===== src/rtl/router_pkg.sv =====
`default_nettype none
// ---------------------------------------------------------------------------
// Module : router_pkg
// Brief  : Shared constants and FSM encoding for the 5-port mesh router.
// Rev    : 1.0  initial release
// ---------------------------------------------------------------------------
package router_pkg;

  localparam int NP = 5;
  localparam int PW = 3;

  localparam logic [PW-1:0] P_R      = 3'd0;
  localparam logic [PW-1:0] P_L      = 3'd1;
  localparam logic [PW-1:0] P_U      = 3'd2;
  localparam logic [PW-1:0] P_D      = 3'd3;
  localparam logic [PW-1:0] P_EJ     = 3'd4;
  localparam logic [PW-1:0] SEL_NONE = 3'b111;

  typedef enum logic [0:0] {
    ST_IDLE   = 1'b0,
    ST_LOCKED = 1'b1
  } state_t;

endpackage
`default_nettype wire


===== src/rtl/rr_arbiter.sv =====
`default_nettype none
// ---------------------------------------------------------------------------
// Module : rr_arbiter
// Brief  : NP-wide round-robin pick: first request at or after ptr, wrapping.
// Rev    : 1.0  initial release
// ---------------------------------------------------------------------------
module rr_arbiter
  import router_pkg::*;
(
  input  logic [NP-1:0] req,
  input  logic [PW-1:0] ptr,
  output logic [NP-1:0] gnt,
  output logic [PW-1:0] idx
);

  logic          w_hi_found;
  logic          w_lo_found;
  logic [PW-1:0] w_hi_idx;
  logic [PW-1:0] w_lo_idx;

  // Descending scans leave the lowest matching index in each candidate.
  always_comb begin
    w_hi_found = 1'b0;
    w_lo_found = 1'b0;
    w_hi_idx   = '0;
    w_lo_idx   = '0;
    for (int i = NP - 1; i >= 0; i--) begin
      if (req[i]) begin
        w_lo_found = 1'b1;
        w_lo_idx   = PW'(i);
        if (PW'(i) >= ptr) begin
          w_hi_found = 1'b1;
          w_hi_idx   = PW'(i);
        end
      end
    end
  end

  always_comb begin
    idx = SEL_NONE;
    if (w_hi_found) begin
      idx = w_hi_idx;
    end else if (w_lo_found) begin
      idx = w_lo_idx;
    end
  end

  always_comb begin
    gnt = '0;
    for (int i = 0; i < NP; i++) begin
      gnt[i] = (idx == PW'(i));
    end
  end

endmodule
`default_nettype wire


===== src/rtl/sw_alloc_rr.sv =====
`default_nettype none
// ---------------------------------------------------------------------------
// Module : sw_alloc_rr
// Brief  : Wormhole switch allocator, one round-robin locked FSM per output.
// Rev    : 1.0  initial release
// ---------------------------------------------------------------------------
module sw_alloc_rr
  import router_pkg::*;
(
  input  logic             clk,
  input  logic             reset,
  input  logic [NP-1:0]    req_valid,
  input  logic [NP*PW-1:0] req_dst,
  input  logic [NP-1:0]    req_tail,
  input  logic [NP-1:0]    out_ready,
  output logic [NP-1:0]    grant,
  output logic [NP-1:0]    out_valid,
  output logic [NP*PW-1:0] xbar_sel,
  output logic [NP-1:0]    busy,
  output logic             err_bad_dst
);

  logic [NP-1:0]         w_locked;
  logic [NP-1:0]         w_fire;
  logic [NP-1:0][PW-1:0] w_owner;
  logic [NP-1:0]         w_owned;
  logic                  w_bad;
  logic                  r_err;

  always_comb begin
    w_owned = '0;
    for (int o = 0; o < NP; o++) begin
      for (int i = 0; i < NP; i++) begin
        if (w_locked[o] && (w_owner[o] == PW'(i))) w_owned[i] = 1'b1;
      end
    end
  end

  always_comb begin
    grant = '0;
    for (int o = 0; o < NP; o++) begin
      for (int i = 0; i < NP; i++) begin
        if (w_fire[o] && (w_owner[o] == PW'(i))) grant[i] = 1'b1;
      end
    end
  end

  always_comb begin
    w_bad = 1'b0;
    for (int i = 0; i < NP; i++) begin
      if (req_valid[i] && (req_dst[i*PW +: PW] >= PW'(NP))) w_bad = 1'b1;
    end
  end

  always_ff @(posedge clk) begin
    if (reset) r_err <= 1'b0;
    else       r_err <= r_err | w_bad;
  end

  assign err_bad_dst = r_err;

  for (genvar o = 0; o < NP; o++) begin : g_out
    state_t        r_state;
    state_t        w_state_nxt;
    logic [PW-1:0] r_owner;
    logic [PW-1:0] r_ptr;
    logic [PW-1:0] w_win_idx;
    logic [NP-1:0] w_cand;
    logic [NP-1:0] w_win_oh;
    logic          w_own_valid;
    logic          w_own_tail;

    // Inputs already holding another output are excluded even if dst moved.
    always_comb begin
      w_cand = '0;
      for (int i = 0; i < NP; i++) begin
        w_cand[i] = req_valid[i] && (req_dst[i*PW +: PW] == PW'(o)) && !w_owned[i];
      end
    end

    always_comb begin
      w_own_valid = 1'b0;
      w_own_tail  = 1'b0;
      for (int i = 0; i < NP; i++) begin
        if (r_owner == PW'(i)) begin
          w_own_valid = req_valid[i] && (req_dst[i*PW +: PW] == PW'(o));
          w_own_tail  = req_tail[i];
        end
      end
    end

    rr_arbiter u_arb (
      .req (w_cand),
      .ptr (r_ptr),
      .gnt (w_win_oh),
      .idx (w_win_idx)
    );

    assign w_fire[o] = (r_state == ST_LOCKED) && w_own_valid && out_ready[o] && !reset;

    always_comb begin
      w_state_nxt = r_state;
      case (r_state)
        ST_IDLE:   if (|w_win_oh) w_state_nxt = ST_LOCKED;
        ST_LOCKED: if (w_fire[o] && w_own_tail) w_state_nxt = ST_IDLE;
        default:   w_state_nxt = ST_IDLE;
      endcase
    end

    always_ff @(posedge clk) begin
      if (reset) begin
        r_state <= ST_IDLE;
        r_owner <= '0;
        r_ptr   <= '0;
      end else begin
        r_state <= w_state_nxt;
        if ((r_state == ST_IDLE) && (|w_win_oh)) r_owner <= w_win_idx;
        if ((r_state == ST_LOCKED) && (w_state_nxt == ST_IDLE))
          r_ptr <= (r_owner == PW'(NP - 1)) ? '0 : r_owner + PW'(1);
      end
    end

    assign w_locked[o]           = (r_state == ST_LOCKED);
    assign w_owner[o]            = r_owner;
    assign busy[o]               = w_locked[o];
    assign out_valid[o]          = w_fire[o];
    assign xbar_sel[o*PW +: PW]  = w_locked[o] ? r_owner : SEL_NONE;
  end

endmodule
`default_nettype wire


===== config.mk =====
export PLATFORM = sky130hd
export DESIGN_NAME = sw_alloc_rr
export DESIGN_NICKNAME = d
export VERILOG_FILES = /design/src/rtl/router_pkg.sv /design/src/rtl/rr_arbiter.sv /design/src/rtl/sw_alloc_rr.sv
export SDC_FILE = /design/constraint.sdc
export NUM_CORES = 1
export LEC_CHECK = 0
export BUFFER_PORTS_ARGS = -buffer_cell sky130_fd_sc_hd__buf_2
export CELL_PAD_IN_SITES_DETAIL_PLACEMENT = 1
export CELL_PAD_IN_SITES_GLOBAL_PLACEMENT = 1
export CORE_MARGIN = 1
export CORE_UTILIZATION = 30
export DETAILED_ROUTE_END_ITERATION = 12
export GPL_ROUTABILITY_DRIVEN = 0
export GPL_TIMING_DRIVEN = 0
export HOLD_SLACK_MARGIN = 0.02
export PLACE_DENSITY_LB_ADDON = 0.3
export SLEW_MARGIN = 10
export SYNTH_ARGS = -nofsm -noshare
export SYNTH_HDL_FRONTEND = slang
export SYNTH_HIERARCHICAL = 1
export SYNTH_SLANG_ARGS = --single-unit

===== constraint.sdc =====
create_clock -name clk -period 4.3 [get_ports clk]
set_input_delay 0 -clock clk [delete_from_list [all_inputs] [get_ports clk]]
set_output_delay 0 -clock clk [all_outputs]
set_load 0.005 [all_outputs]

==> metrics.cfg <==
[outcome]
status=completed

[final_layout]
fin_nets=780
mostFrequentLayoutCell=nor2_1
antennaDiodeCount=0
num-fill-cells=1914
final_util=0.367
layout_common_cells=nor2_1, buf_2, nand2_1, a21oi_1, inv_1
ff_latch_area_um2=722
multi_input_area_mm2=0.00382
syn_to_final_growth_pct=20.0
drive_gt1_frac=0.217

[sta]
rsz0062_at_grt=true
finalClockSkew_ns=0.00734
min_period_ns=4.09
finalHoldViolCount=0
finalSetupViolCount=0
tightest_slew_ns=0.805
slew_headroom=0.464
finalCritPeriodShare=0.951
fmax_mhz=245
drv_slew=0
finalSetupTns_ns=0

[logic_synthesis]
netlist_instances=647
yosysTopAreaCell=dfxtp_1
ys_types=72
yosys.area.top_type_share=0.156
async_flop_share=0
synth_compound_area_frac=0.344
synth_area_mm2=0.00463
synth_ff_type=dfxtp_1
synth.avg_cell_area_um2=7.16
synth_seq_cells=36
yosys.area_share.simple=0.337
synth_edf_count=0
synth_fa_ha_area_frac=0.0675
synthMuxAreaShare=0.0400
yosysSeqAreaShare=0.156
synth.area.top_cells=dfxtp_1, nor2_1, ha_1
yosysWarnings=6
synth_top_family_by_area=compound AO/OA/AOI/OAI gates
syn_nets=704
synth_xor_area_frac=0

[place]
dp_hpwl_um=14500
port_buffers=61

[die]
io_pins=63
die_area_mm2=0.0159
die_height_um=126
core_mm2=0.0151
die_w_um=126
initial_utilization=0.306
rows=45

[route]
wl_per_cell_um=20.8
route.detailed.drc=0
vias_per_cell=6.07
ant_nets=0
drtPass1Iterations=5
vias=5526
drt-total-wl_um=19000
drtIter0Drc=325

[setup_path]
cp_common_cell=nor2_1
cp_cell_sequence=inv_1 > ha_1 > a222oi_1 > nand2_2 > nor4_4 > nor2_1 > a21o_1 > a32oi_1 > nor3_1 > or4_1 > nor2_1 > nor2_1 > a21oi_1 > nor2_1
cp.buffers_inverters=1
crit_path_top_delay_cell=or4_1
start_kind=register
critPathMaxStageDelay_ns=0.53
critPathRequiredTime_ns=4.44
critPathArrivalTime_ns=4.23
worst-path-max-fanout=8
critPathKind=reg -> reg
critical_path.top_delay_family=simple AND/OR/NAND/NOR gates
endpoint_kind=register

[grt]
grt_pass1_wl_um=28500
antenna_found_initial=0
grt_overflow=0
grt_max_degree=11
globalRouteTotalUtil=0.228
grt_pass1_vias=5355

[clock_network]
cts_buffer_depth=2
cts.reportedPaths.clkPinSlew_ns=0.06
numCtsBuffers=5
holdBufCountCts=0
cts_num_sinks=36
cts_root_buf=clkbuf_16
clk_latency_ns=0.29
h-tree-depth=2
cts_tree=yes

[power]
internal_power_uw=1280
vdd_drop_max_mv=0.180
switchingPower_uw=1280
swShare=0.498
p_leak_uw=0.00208
pwr-share-comb=0.654
power_frac_clock=0.151
seq_power_share=0.195
power.density_mw_per_mm2=461

[run]
cap_violations=0

[worst_hold_path]
worstHoldPathType=in -> reg

synthesized netlist by cell type (11+ instances only):
cell type	number
a21oi_1	52
clkbuf_1	12
dfxtp_1	36
ha_1	25
inv_1	46
mux2i_1	14
nand2_1	54
nand2b_1	17
nand3_1	12
nor2_1	100
nor2b_1	21
nor3_1	32
nor4_1	16
o21a_1	11
o21ai_0	15
worst paths after layout:
check / from / endpoint / slack [ns] / cells after the start
hold / removal: req_dst[5] / err_bad_dst / 0.16 / 3
setup / recovery: g_out[4].r_owner[2] / g_out[1].r_owner[2] / 0.21 / 14
hold reg to reg: g_out[0].r_ptr[0] / g_out[0].r_ptr[0] / 0.55 / 2
setup reg to reg: g_out[4].r_owner[2] / g_out[1].r_owner[2] / 0.21 / 14
worst register-to-register path: stages, from the launching register on:
cell,delay (ns)
dfxtp_1,0.50
inv_1,0.17
ha_1,0.32
a222oi_1,0.50
nand2_2,0.25
nor4_4,0.46
nor2_1,0.10
a21o_1,0.24
a32oi_1,0.33
nor3_1,0.09
or4_1,0.53
nor2_1,0.11
nor2_1,0.10
a21oi_1,0.19
nor2_1,0.05
metal layers:
metal,routed length [um],part of all wire,track usage
met5,0,0,0
met2,8980,0.47,0.385
met4,833,0.044,0.112
met1,8210,0.43,0.285
met3,940,0.050,0.0293
power groups by stage:
stage	Clock, uW	Sequential (uW)	Combinational (uW)
6_report	386	501	1670
3_5_place_dp	0	496	1580
4_1_cts	393	489	1610
3_3_place_gp	0	489	1550
5_1_grt	408	514	1830
2_1_floorplan	0	472	1110
stage by stage:
step                      std cells  setup slack, ns  power (uW)  cell area (um^2)  hold slack, ns
after global routing            911          -0.0969        2760              5560           0.150
after CTS                       903          0.00102        2490              5390           0.135
after floorplan                 647            0.628        1590              4630           0.192
after detailed placement        896           -0.308        2080              5170           0.420
final                           911            0.211        2560              5560           0.156
after global placement          896           -0.183        2040              5170           0.425
kinds of logic after synthesis:
group | count (synthesis)
multiplexers | 18
buffers and inverters | 64
AND/OR/NAND/NOR | 305
adder cells (fa/ha/maj) | 25
flip-flops | 36
AO/OA/AOI/OAI | 199
layout make-up:
type / count / share of cell area
Timing Repair Buffer: 70 / 0.0671
Tap cell: 188 / 0.0423
Inverter: 46 / 0.0311
Sequential cell: 36 / 0.130
Buffer: 17 / 0.0151
Clock buffer: 7 / 0.0275
Multi-Input combinational cell: 547 / 0.687
repair_timing:
action	4_1_cts	5_1_grt
hold endpoints to repair	0	0
resized for setup	13	21
pin swaps	0	4
setup buffers	0	9
setup endpoints to repair	17	18
sequential cells by signal, summed over array words and instances, names as in the netlist:
signal,cells
err_bad_dst,1
g_out.r_ptr,15
g_out.r_state,5
g_out.r_owner,15
No activity file was read; power rests on OpenSTA's default activity.
